--- src/rtl/tm1637_rom_sequencer.sv ---
// ============================================================================
// Module   : tm1637_rom_sequencer
// Brief    : Walks a TM1637 command script held in ROM and bit-bangs it onto
//            the two-wire CLK/DIO bus. Optional macro TM1637_ACK_CHECK_EN
//            enables ACK sampling and the sticky ack_error flag.
// Revision : 1.0 - initial release
// ============================================================================
`default_nettype none

`ifndef BLOCK_ROM_INIT_ADDR_WIDTH
`define BLOCK_ROM_INIT_ADDR_WIDTH 8
`endif
`ifndef BLOCK_ROM_INIT_DATA_WIDTH
`define BLOCK_ROM_INIT_DATA_WIDTH 16
`endif

module tm1637_rom_sequencer #(
    parameter int ADDR_WIDTH = `BLOCK_ROM_INIT_ADDR_WIDTH,
    parameter int DATA_WIDTH = `BLOCK_ROM_INIT_DATA_WIDTH,
    parameter int BASE_ADDR  = 0,
    parameter int CLK_DIV    = 4
) (
    input  logic                  clk,
    input  logic                  reset,
    input  logic                  i_start,
    output logic [ADDR_WIDTH-1:0] o_rom_addr,
    input  logic [DATA_WIDTH-1:0] i_rom_data,
    output logic                  o_tm_clk,
    output logic                  o_dio_drive_low,
    input  logic                  i_dio_in,
    output logic                  o_busy,
    output logic                  o_done,
    output logic                  o_ack_error
);

    localparam int                    DIV_W      = (CLK_DIV > 1) ? $clog2(CLK_DIV) : 1;
    localparam logic [DIV_W-1:0]      c_DIV_LAST = DIV_W'(CLK_DIV - 1);
    localparam logic [DIV_W-1:0]      c_DIV_ONE  = DIV_W'(1);
    localparam logic [ADDR_WIDTH-1:0] c_BASE     = ADDR_WIDTH'(BASE_ADDR);
    localparam logic [ADDR_WIDTH-1:0] c_ADDR_MAX = '1;
    localparam logic [ADDR_WIDTH-1:0] c_ADDR_ONE = ADDR_WIDTH'(1);

    typedef enum logic [2:0] {
        S_IDLE   = 3'd0,
        S_FETCH  = 3'd1,
        S_STARTC = 3'd2,
        S_BIT    = 3'd3,
        S_ACK    = 3'd4,
        S_STOPC  = 3'd5,
        S_NEXT   = 3'd6,
        S_FINISH = 3'd7
    } state_t;

    state_t                r_state;
    logic [ADDR_WIDTH-1:0] r_addr;
    logic [DIV_W-1:0]      r_div;
    logic [1:0]            r_q;
    logic [2:0]            r_bit;
    logic [7:0]            r_payload;
    logic                  r_stop;
    logic                  r_tm_clk;
    logic                  r_dio_low;
    logic                  r_busy;
    logic                  r_done;
    logic                  r_ack_err;
    logic                  w_q_end;
    logic                  w_unused_data;

    assign w_q_end       = (r_div == c_DIV_LAST);
    assign w_unused_data = ^i_rom_data;

`ifndef TM1637_ACK_CHECK_EN
    logic w_unused_dio;
    assign w_unused_dio = i_dio_in;
`endif

    always_ff @(posedge clk or posedge reset) begin
        if (reset) begin
            r_state   <= S_IDLE;
            r_addr    <= c_BASE;
            r_div     <= '0;
            r_q       <= '0;
            r_bit     <= '0;
            r_payload <= '0;
            r_stop    <= 1'b0;
            r_tm_clk  <= 1'b1;
            r_dio_low <= 1'b0;
            r_busy    <= 1'b0;
            r_done    <= 1'b0;
            r_ack_err <= 1'b0;
        end else begin
            r_done <= 1'b0;
            r_div  <= w_q_end ? '0 : r_div + c_DIV_ONE;
            case (r_state)
                S_IDLE: begin
                    r_div     <= '0;
                    r_tm_clk  <= 1'b1;
                    r_dio_low <= 1'b0;
                    if (i_start) begin
                        r_addr    <= c_BASE;
                        r_ack_err <= 1'b0;
                        r_busy    <= 1'b1;
                        r_state   <= S_FETCH;
                    end
                end
                // Two cycles so a registered ROM has settled on the new address.
                S_FETCH: begin
                    if (r_div == '0) begin
                        r_div <= c_DIV_ONE;
                    end else begin
                        r_div     <= '0;
                        r_q       <= '0;
                        r_bit     <= '0;
                        r_stop    <= i_rom_data[8];
                        r_payload <= i_rom_data[7:0];
                        if (i_rom_data[10]) begin
                            r_state <= S_FINISH;
                            r_done  <= 1'b1;
                            r_busy  <= 1'b0;
                        end else if (i_rom_data[9]) begin
                            r_state   <= S_STARTC;
                            r_dio_low <= 1'b1;
                        end else begin
                            r_state  <= S_BIT;
                            r_tm_clk <= 1'b0;
                        end
                    end
                end
                S_STARTC: begin
                    if (w_q_end) begin
                        r_state  <= S_BIT;
                        r_tm_clk <= 1'b0;
                    end
                end
                S_BIT: begin
                    if (w_q_end) begin
                        case (r_q)
                            2'd0: begin
                                r_q       <= 2'd1;
                                r_dio_low <= ~r_payload[r_bit];
                            end
                            2'd1: begin
                                r_q      <= 2'd2;
                                r_tm_clk <= 1'b1;
                            end
                            2'd2: r_q <= 2'd3;
                            default: begin
                                r_q      <= 2'd0;
                                r_tm_clk <= 1'b0;
                                if (r_bit == 3'd7) begin
                                    r_bit   <= 3'd0;
                                    r_state <= S_ACK;
                                end else begin
                                    r_bit <= r_bit + 3'd1;
                                end
                            end
                        endcase
                    end
                end
                S_ACK: begin
`ifdef TM1637_ACK_CHECK_EN
                    if (r_q == 2'd2 && w_q_end && i_dio_in) begin
                        r_ack_err <= 1'b1;
                    end
`endif
                    if (w_q_end) begin
                        case (r_q)
                            2'd0: begin
                                r_q       <= 2'd1;
                                r_dio_low <= 1'b0;
                            end
                            2'd1: begin
                                r_q      <= 2'd2;
                                r_tm_clk <= 1'b1;
                            end
                            2'd2: r_q <= 2'd3;
                            default: begin
                                r_q <= 2'd0;
                                if (r_stop) begin
                                    r_state   <= S_STOPC;
                                    r_tm_clk  <= 1'b0;
                                    r_dio_low <= 1'b1;
                                end else begin
                                    r_state <= S_NEXT;
                                end
                            end
                        endcase
                    end
                end
                S_STOPC: begin
                    if (w_q_end) begin
                        case (r_q)
                            2'd0: begin
                                r_q      <= 2'd1;
                                r_tm_clk <= 1'b1;
                            end
                            2'd1: begin
                                r_q       <= 2'd2;
                                r_dio_low <= 1'b0;
                            end
                            default: begin
                                r_q     <= 2'd0;
                                r_state <= S_NEXT;
                            end
                        endcase
                    end
                end
                // The last ROM location terminates the script instead of wrapping.
                S_NEXT: begin
                    r_div <= '0;
                    if (r_addr == c_ADDR_MAX) begin
                        r_state <= S_FINISH;
                        r_done  <= 1'b1;
                        r_busy  <= 1'b0;
                    end else begin
                        r_addr  <= r_addr + c_ADDR_ONE;
                        r_state <= S_FETCH;
                    end
                end
                S_FINISH: begin
                    r_div     <= '0;
                    r_tm_clk  <= 1'b1;
                    r_dio_low <= 1'b0;
                    r_state   <= S_IDLE;
                end
                default: r_state <= S_IDLE;
            endcase
        end
    end

    assign o_rom_addr      = r_addr;
    assign o_tm_clk        = r_tm_clk;
    assign o_dio_drive_low = r_dio_low;
    assign o_busy          = r_busy;
    assign o_done          = r_done;
    assign o_ack_error     = r_ack_err;

endmodule

`default_nettype wire

--- config.mk ---
export PLATFORM = sky130hd
export DESIGN_NAME = tm1637_rom_sequencer
export DESIGN_NICKNAME = d
export VERILOG_FILES = /design/src/rtl/tm1637_rom_sequencer.sv
export SDC_FILE = /design/constraint.sdc
export NUM_CORES = 1
export LEC_CHECK = 0
export ABC_AREA = 1
export CAP_MARGIN = 10
export CORE_MARGIN = 2
export CORE_UTILIZATION = 48
export DETAILED_ROUTE_END_ITERATION = 8
export PLACE_DENSITY = 0.76
export SLEW_MARGIN = 25
export SYNTH_ARGS = -nofsm -noshare
export SYNTH_HDL_FRONTEND = slang
export SYNTH_SLANG_ARGS = --single-unit
export TNS_END_PERCENT = 10
--- constraint.sdc ---
create_clock -name clk -period 1.3 [get_ports clk]
set_clock_uncertainty 0.05 [all_clocks]
set_input_delay 0.26 -clock clk [delete_from_list [all_inputs] [get_ports clk]]
set_output_delay 0.26 -clock clk [all_outputs]
set_load 0.03 [all_outputs]
==> results.json, run 1 <==
{
  "status": "complete, but fails checks",
  "violations": "negative setup slack",
  "io_buffers": 25,
  "die_x_microns": 68.36,
  "cts_buffer_depth": 2,
  "start_util": 0.4970,
  "rsz0062_at_grt": "yes",
  "final_common_cell": "nand2_1",
  "cp_max_fo": 4,
  "clock_latency_ps": 280,
  "grt_pass1_vias": 2116,
  "cts_num_sinks": 31,
  "net-switching-power_uw": 3279,
  "area_growth_syn_to_layout_pct": 58.28,
  "cp-start-kind": "flip-flop",
  "n_antenna_cell": 0,
  "grt_usage": 0.2743,
  "criticalPathCategory": "reg2reg",
  "ant_nets": 0,
  "rrSetupSlack_ps": -220,
  "dr.pass1.iters": 4,
  "fin_util": 0.7867,
  "powerDensity_nw_per_um2": 2349,
  "cts-hold-fix-buffers": 0,
  "synthArstFlopShare": 1.000,
  "grt_max_degree": 32,
  "cap_violations": 0,
  "pwr-share-comb": 0.675,
  "syn_area_sq_um": 1988,
  "internal-power_uw": 4113,
  "max_stage_delay_ps": 410,
  "fill_cells": 258,
  "slew_viol_final": 0,
  "synth_edf_count": 0,
  "cp_slowest_cell": "dfrtp_1",
  "finalPower_uw": 7392,
  "die_h_microns": 68.36,
  "final_cell_mix": "59 x nand2_1, 45 x buf_4, 27 x dfrtp_1",
  "final_nets": 372,
  "hold_viol": 0,
  "gp_congestion": 0.8700,
  "min_path_type": "in2async",
  "setup_viol": 27,
  "yosysWarnings": 0,
  "core_region_area_sq_um": 4000,
  "initialDrtViolationCount": 120,
  "dp_hpwl_microns": 3470,
  "cp.arrival_ps": 1680,
  "synth-seq-cells": 31,
  "num_rows": 23,
  "dieArea_sq_um": 4673,
  "cp.required_ps": 1460,
  "synthCells": 258,
  "critPathBufInv": 1,
  "ctsHtreeMaxLevel": 2,
  "synth.distinct_cells": 32,
  "finalCriticalPeriod_ps": 1518,
  "seq_area_frac_synth": 0.3908,
  "routed_wl_microns": 5901,
  "setup_ws_ps": -218.4,
  "cts_buffers": 5,
  "drc": 0,
  "cp_cell_sequence": "inv_2 -> ha_2 -> or2_4 -> nand2_4 -> nand2_2 -> nor2_2 -> nand2_1 -> nand2_1 -> nand2_1",
  "gr-total-overflow": 0,
  "root_buffer": "clkbuf_8",
  "cpMostUsedCell": "nand2_1",
  "ys.flop_type": "dfrtp_1",
  "syn_nets": 288,
  "crit_family": "simple AND/OR/NAND/NOR gates",
  "p_seq_frac": 0.211,
  "ios": 33,
  "ir_drop_mv": 1.264,
  "antenna_found_initial": 0,
  "min_period_over_period": 1.168,
  "viasPerCell": 5.277,
  "path_clk_slew_ps": 70,
  "via_count": 2074,
  "endpoint_kind": "flip-flop",
  "grt_pass1_wl_microns": 9377,
  "synth_area_per_cell_sq_um": 7.706,
  "fmax_mhz": 658.6,
  "p_clk_frac": 0.114,
  "switching_share": 0.4436,
  "p_leak_uw": 0.001620,
  "cts_tree": "yes",
  "drive_above_1_share": 0.4577,
  "drt-wirelength-per-cell_microns": 15.02
}
[kinds of logic after synthesis]
logic type,synth area share
compound gates,0.06797
xor+xnor,0.01762
fa+ha+maj,0.06293
buf+inv,0.08244
flops,0.3908
mux,0.04531
other cells,0.001886
simple gates,0.3310
[worst min-delay path: cells and delay by family]
| family | cells | cell delay [ps] |
|---|---|---|
| buffers and inverters | 3 | 690 |
[layout make-up]
cell class / count / area [sq um] / share of cell area
Tap cell: 50 / 62.56 / 0.01988
Clock buffer: 8 / 100.1 / 0.03181
Multi-Input combinational cell: 192 / 1323 / 0.4203
Timing Repair Buffer: 82 / 765.7 / 0.2433
Inverter: 30 / 115.1 / 0.03658
Sequential cell: 31 / 780.7 / 0.2481
[power groups by stage]
stage | logic (uW) | clock network, uW | registers, uW
after detailed placement | 3350 | 0 | 1600
after global routing | 5400 | 897 | 1590
after floorplan | 2120 | 0 | 1700
after CTS | 4600 | 854 | 1530
after global placement | 3280 | 0 | 1580
final | 4990 | 842 | 1560
[through the flow]
stage	setup TNS, ps	instances	cell area [sq um]	worst slack [ps]	hold slack (ps)
final	-3335	393	3147	-218.4	258.5
after global placement	-4240	366	2564	-196.1	404.7
after detailed placement	-5008	366	2564	-265.1	408.3
after global routing	-5153	393	3147	-301.4	291.4
after CTS	-2223	393	3059	-132.9	270.7
after floorplan	-2942	258	2022	-191.6	312.6
[routing by layer]
metal,up-vias,track usage,part of all wire
li1,1002,-,-
met4,0,0.1425,0.029
met1,1005,0.3257,0.42
met3,13,0.05099,0.040
met2,54,0.4697,0.51
met5,-,0,0
[Yosys cell counts (all sizes together), types with 2 or more instances]
cell type,instances,area [sq um]
mux2,8,90.09
buf,4,37.53
nand2,76,295.3
ha,10,125.1
nand3b,2,15.01
xor2,3,26.28
nand3,30,167.7
inv,30,112.6
dfrtp,30,750.7
a21oi,7,35.03
nor2,29,141.4
nor3,3,20.02
o21ai,17,85.08
[state kept, by name (all words and copies together) (netlist names)]
register,flops
r_state,3
r_stop,1
r_payload,8
o_rom_addr,8
o_tm_clk,1
r_div,2
o_dio_drive_low,1
o_busy,1
o_done,1
r_q,2
r_bit,3
[path summary, 6_finish.rpt]
path	from	end	depth (start not counted)
max	r_q[0]$_DFFE_PP0P_	o_tm_clk$_DFFE_PP1P_	9
min	reset	o_rom_addr[2]$_DFFE_PP0P_	3
max reg2reg	r_q[0]$_DFFE_PP0P_	o_tm_clk$_DFFE_PP1P_	9
min reg2reg	o_tm_clk$_DFFE_PP1P_	o_tm_clk$_DFFE_PP1P_	2
max in group asynchronous	reset	o_tm_clk$_DFFE_PP1P_	3
min in group clk	o_tm_clk$_DFFE_PP1P_	o_tm_clk$_DFFE_PP1P_	2
[repair_timing]
item	in CTS	in global routing
pin swaps	27	12
endpoints found under the setup margin	32	36
endpoints found under the hold margin	0	0
resized for setup	77	26
setup buffers	18	0
gates cloned	1	0
(Power assumes the default switching activity.)
==> inputs of run 2 (changes only) <==
- HOLD_SLACK_MARGIN: not set -> 0.15
==> results of run 2 <==
Same layout as run 1: the final DEF is identical, and so are final timing and power.
==> inputs of run 3 (changes only) <==
- CORE_UTILIZATION: 48 -> 57
- DONT_BUFFER_PORTS: not set -> 1
- PLACE_DENSITY: 0.76 -> 0.75
==> run 3 against run 2 <==
  * The run still ends with negative setup slack left
  * Fmax hardly changed
  * Clock power decreased by 36%
  * Core utilization rose by 6.9 points
  * Combinational power decreased by 15%
  * Cell count decreased by 6.1%
  * Setup slack worse by 1.1 ps
  * Register-to-register slack about the same
  * Cell area shrank 9.3%
  * Wire length fell by 5.3%
  * Worst hold slack worse by 32 ps
  * Non-clock buffer count decreased by 20
==> results.json, run 3 (synthesis gave the netlist of run 1 again) <==
{
  "status": "complete, but fails checks",
  "violations": "negative setup slack",
  "io_buffers": 0,
  "criticalPathCategory": "reg2reg",
  "final_nets": 352,
  "dr.pass1.iters": 5,
  "cts_buffers": 5,
  "antenna_found_initial": 0,
  "busiest_layer": "met2",
  "cap_violations": 0,
  "powerDensity_nw_per_um2": 2272,
  "drt-wirelength-per-cell_microns": 15.14,
  "endpoint_kind": "flip-flop",
  "clock_latency_ps": 340,
  "p_leak_uw": 0.001444,
  "setup_ws_ps": -219.6,
  "ios": 33,
  "die_x_microns": 63.06,
  "holdWs_ps": 226.9,
  "ctsHtreeMaxLevel": 2,
  "hold_viol": 0,
  "rsz0062_at_grt": "yes",
  "finalCriticalPeriod_ps": 1520,
  "initialDrtViolationCount": 63,
  "grt_use_met1": 0.3333,
  "place_inst": 347,
  "grt_pass1_vias": 2019,
  "die_h_microns": 63.06,
  "cp.required_ps": 1530,
  "cts_num_sinks": 31,
  "drc": 0,
  "grt_max_degree": 32,
  "ir_drop_mv": 1.559,
  "drive_above_1_share": 0.4087,
  "fin_util": 0.8553,
  "path_clk_slew_ps": 100,
  "start_util": 0.5958,
  "grtUsageMet2": 0.4960,
  "setup_viol": 29,
  "routed_wl_microns": 5586,
  "gr-total-overflow": 0,
  "viasPerCell": 5.314,
  "final_cell_mix": "58 x nand2_1, 37 x buf_4, 27 x nand3_1",
  "grt_pass1_wl_microns": 8742,
  "ant_nets": 0,
  "globalRouteMet3Util": 0.07143,
  "dieArea_sq_um": 3977,
  "cp_max_fo": 8,
  "root_buffer": "clkbuf_4",
  "cp.arrival_ps": 1750,
  "cp-start-kind": "flip-flop",
  "instances_no_fill": 369,
  "grt_usage": 0.2858,
  "min_path_type": "in2reg",
  "fmax_mhz": 658.1,
  "via_count": 1961,
  "cts_tree": "yes",
  "core_region_area_sq_um": 3337,
  "cts_buffer_depth": 2,
  "gp_congestion": 0.8550,
  "slew_viol_final": 0,
  "area_growth_syn_to_layout_pct": 43.55,
  "dp_hpwl_microns": 3502,
  "min_period_over_period": 1.169,
  "n_antenna_cell": 0,
  "final_common_cell": "nand2_1",
  "num_rows": 21
}
[run 3: worst paths after layout]
check / start / to / slack [ps] / cells after the start
setup reg to reg: r_state[2]$_DFFE_PP0P_ / o_tm_clk$_DFFE_PP1P_ / -220 / 7
max in group asynchronous: reset / r_state[0]$_DFFE_PP0P_ / 480 / 3
setup / recovery: r_state[2]$_DFFE_PP0P_ / o_tm_clk$_DFFE_PP1P_ / -220 / 7
min in group asynchronous: reset / r_bit[1]$_DFFE_PP0P_ / 390 / 3
hold reg to reg: r_div[0]$_DFF_PP0_ / r_div[0]$_DFF_PP0_ / 470 / 1
hold / removal: i_rom_data[9] / o_dio_drive_low$_DFFE_PP0P_ / 230 / 6
[run 3: worst max-delay path: stages, from the launching register on]
cell and delay [ps]:
dfrtp_1 390, buf_6 150, nand2_1 120, nand3_1 150
inv_1 70, nor3_2 250, nand3_1 170, nand2_1 110
[run 3: report_power, final]
group          leakage (uW)  switching [uW]  internal, uW
logic               0.00103            2320          1910
registers          0.000387             377          1330
clock network     0.0000282             334           208
total               0.00144            3030          3450
[run 3: per-stage QoR]
| step | setup slack, ps | area, sq um | setup TNS (ps) | power (uW) |
|---|---|---|---|---|
| 2_1_floorplan | -191.6 | 2022 | -2942 | 3826 |
| 3_3_place_gp | -174.3 | 2414 | -4117 | 4966 |
| 3_5_place_dp | -239.3 | 2414 | -4579 | 5089 |
| 4_1_cts | -148.5 | 2683 | -3374 | 6014 |
| 5_1_grt | -314.0 | 2854 | -5498 | 7026 |
| 6_report | -219.6 | 2854 | -3530 | 6483 |
[run 3: what timing repair did]
action / in CTS / in global routing
endpoints found under the hold margin: 41 / 1
hold buffers: 11 / 1
pin swaps: 12 / 6
buffers inserted: 1 / 1
cloned: 0 / 0
setup endpoints to repair: 30 / 32
gates resized for setup: 39 / 40
[run 3: final cells by class]
class | instances | area, sq um
multi-input cells | 192 | 1284
clock buffers | 6 | 41.29
flip-flops and latches | 31 | 782.0
inverters | 30 | 115.1
repair buffers | 62 | 561.8
well taps | 46 | 57.56
fillers | 196 | 483.0
clock inverters | 2 | 12.51
[run 3: routing by layer]
| metal | routed length, microns | part of all wire |
|---|---|---|
| met1 | 2208 | 0.40 |
| met2 | 2890 | 0.52 |
| met3 | 254 | 0.045 |
| met4 | 233 | 0.042 |
| met5 | 0 | 0 |
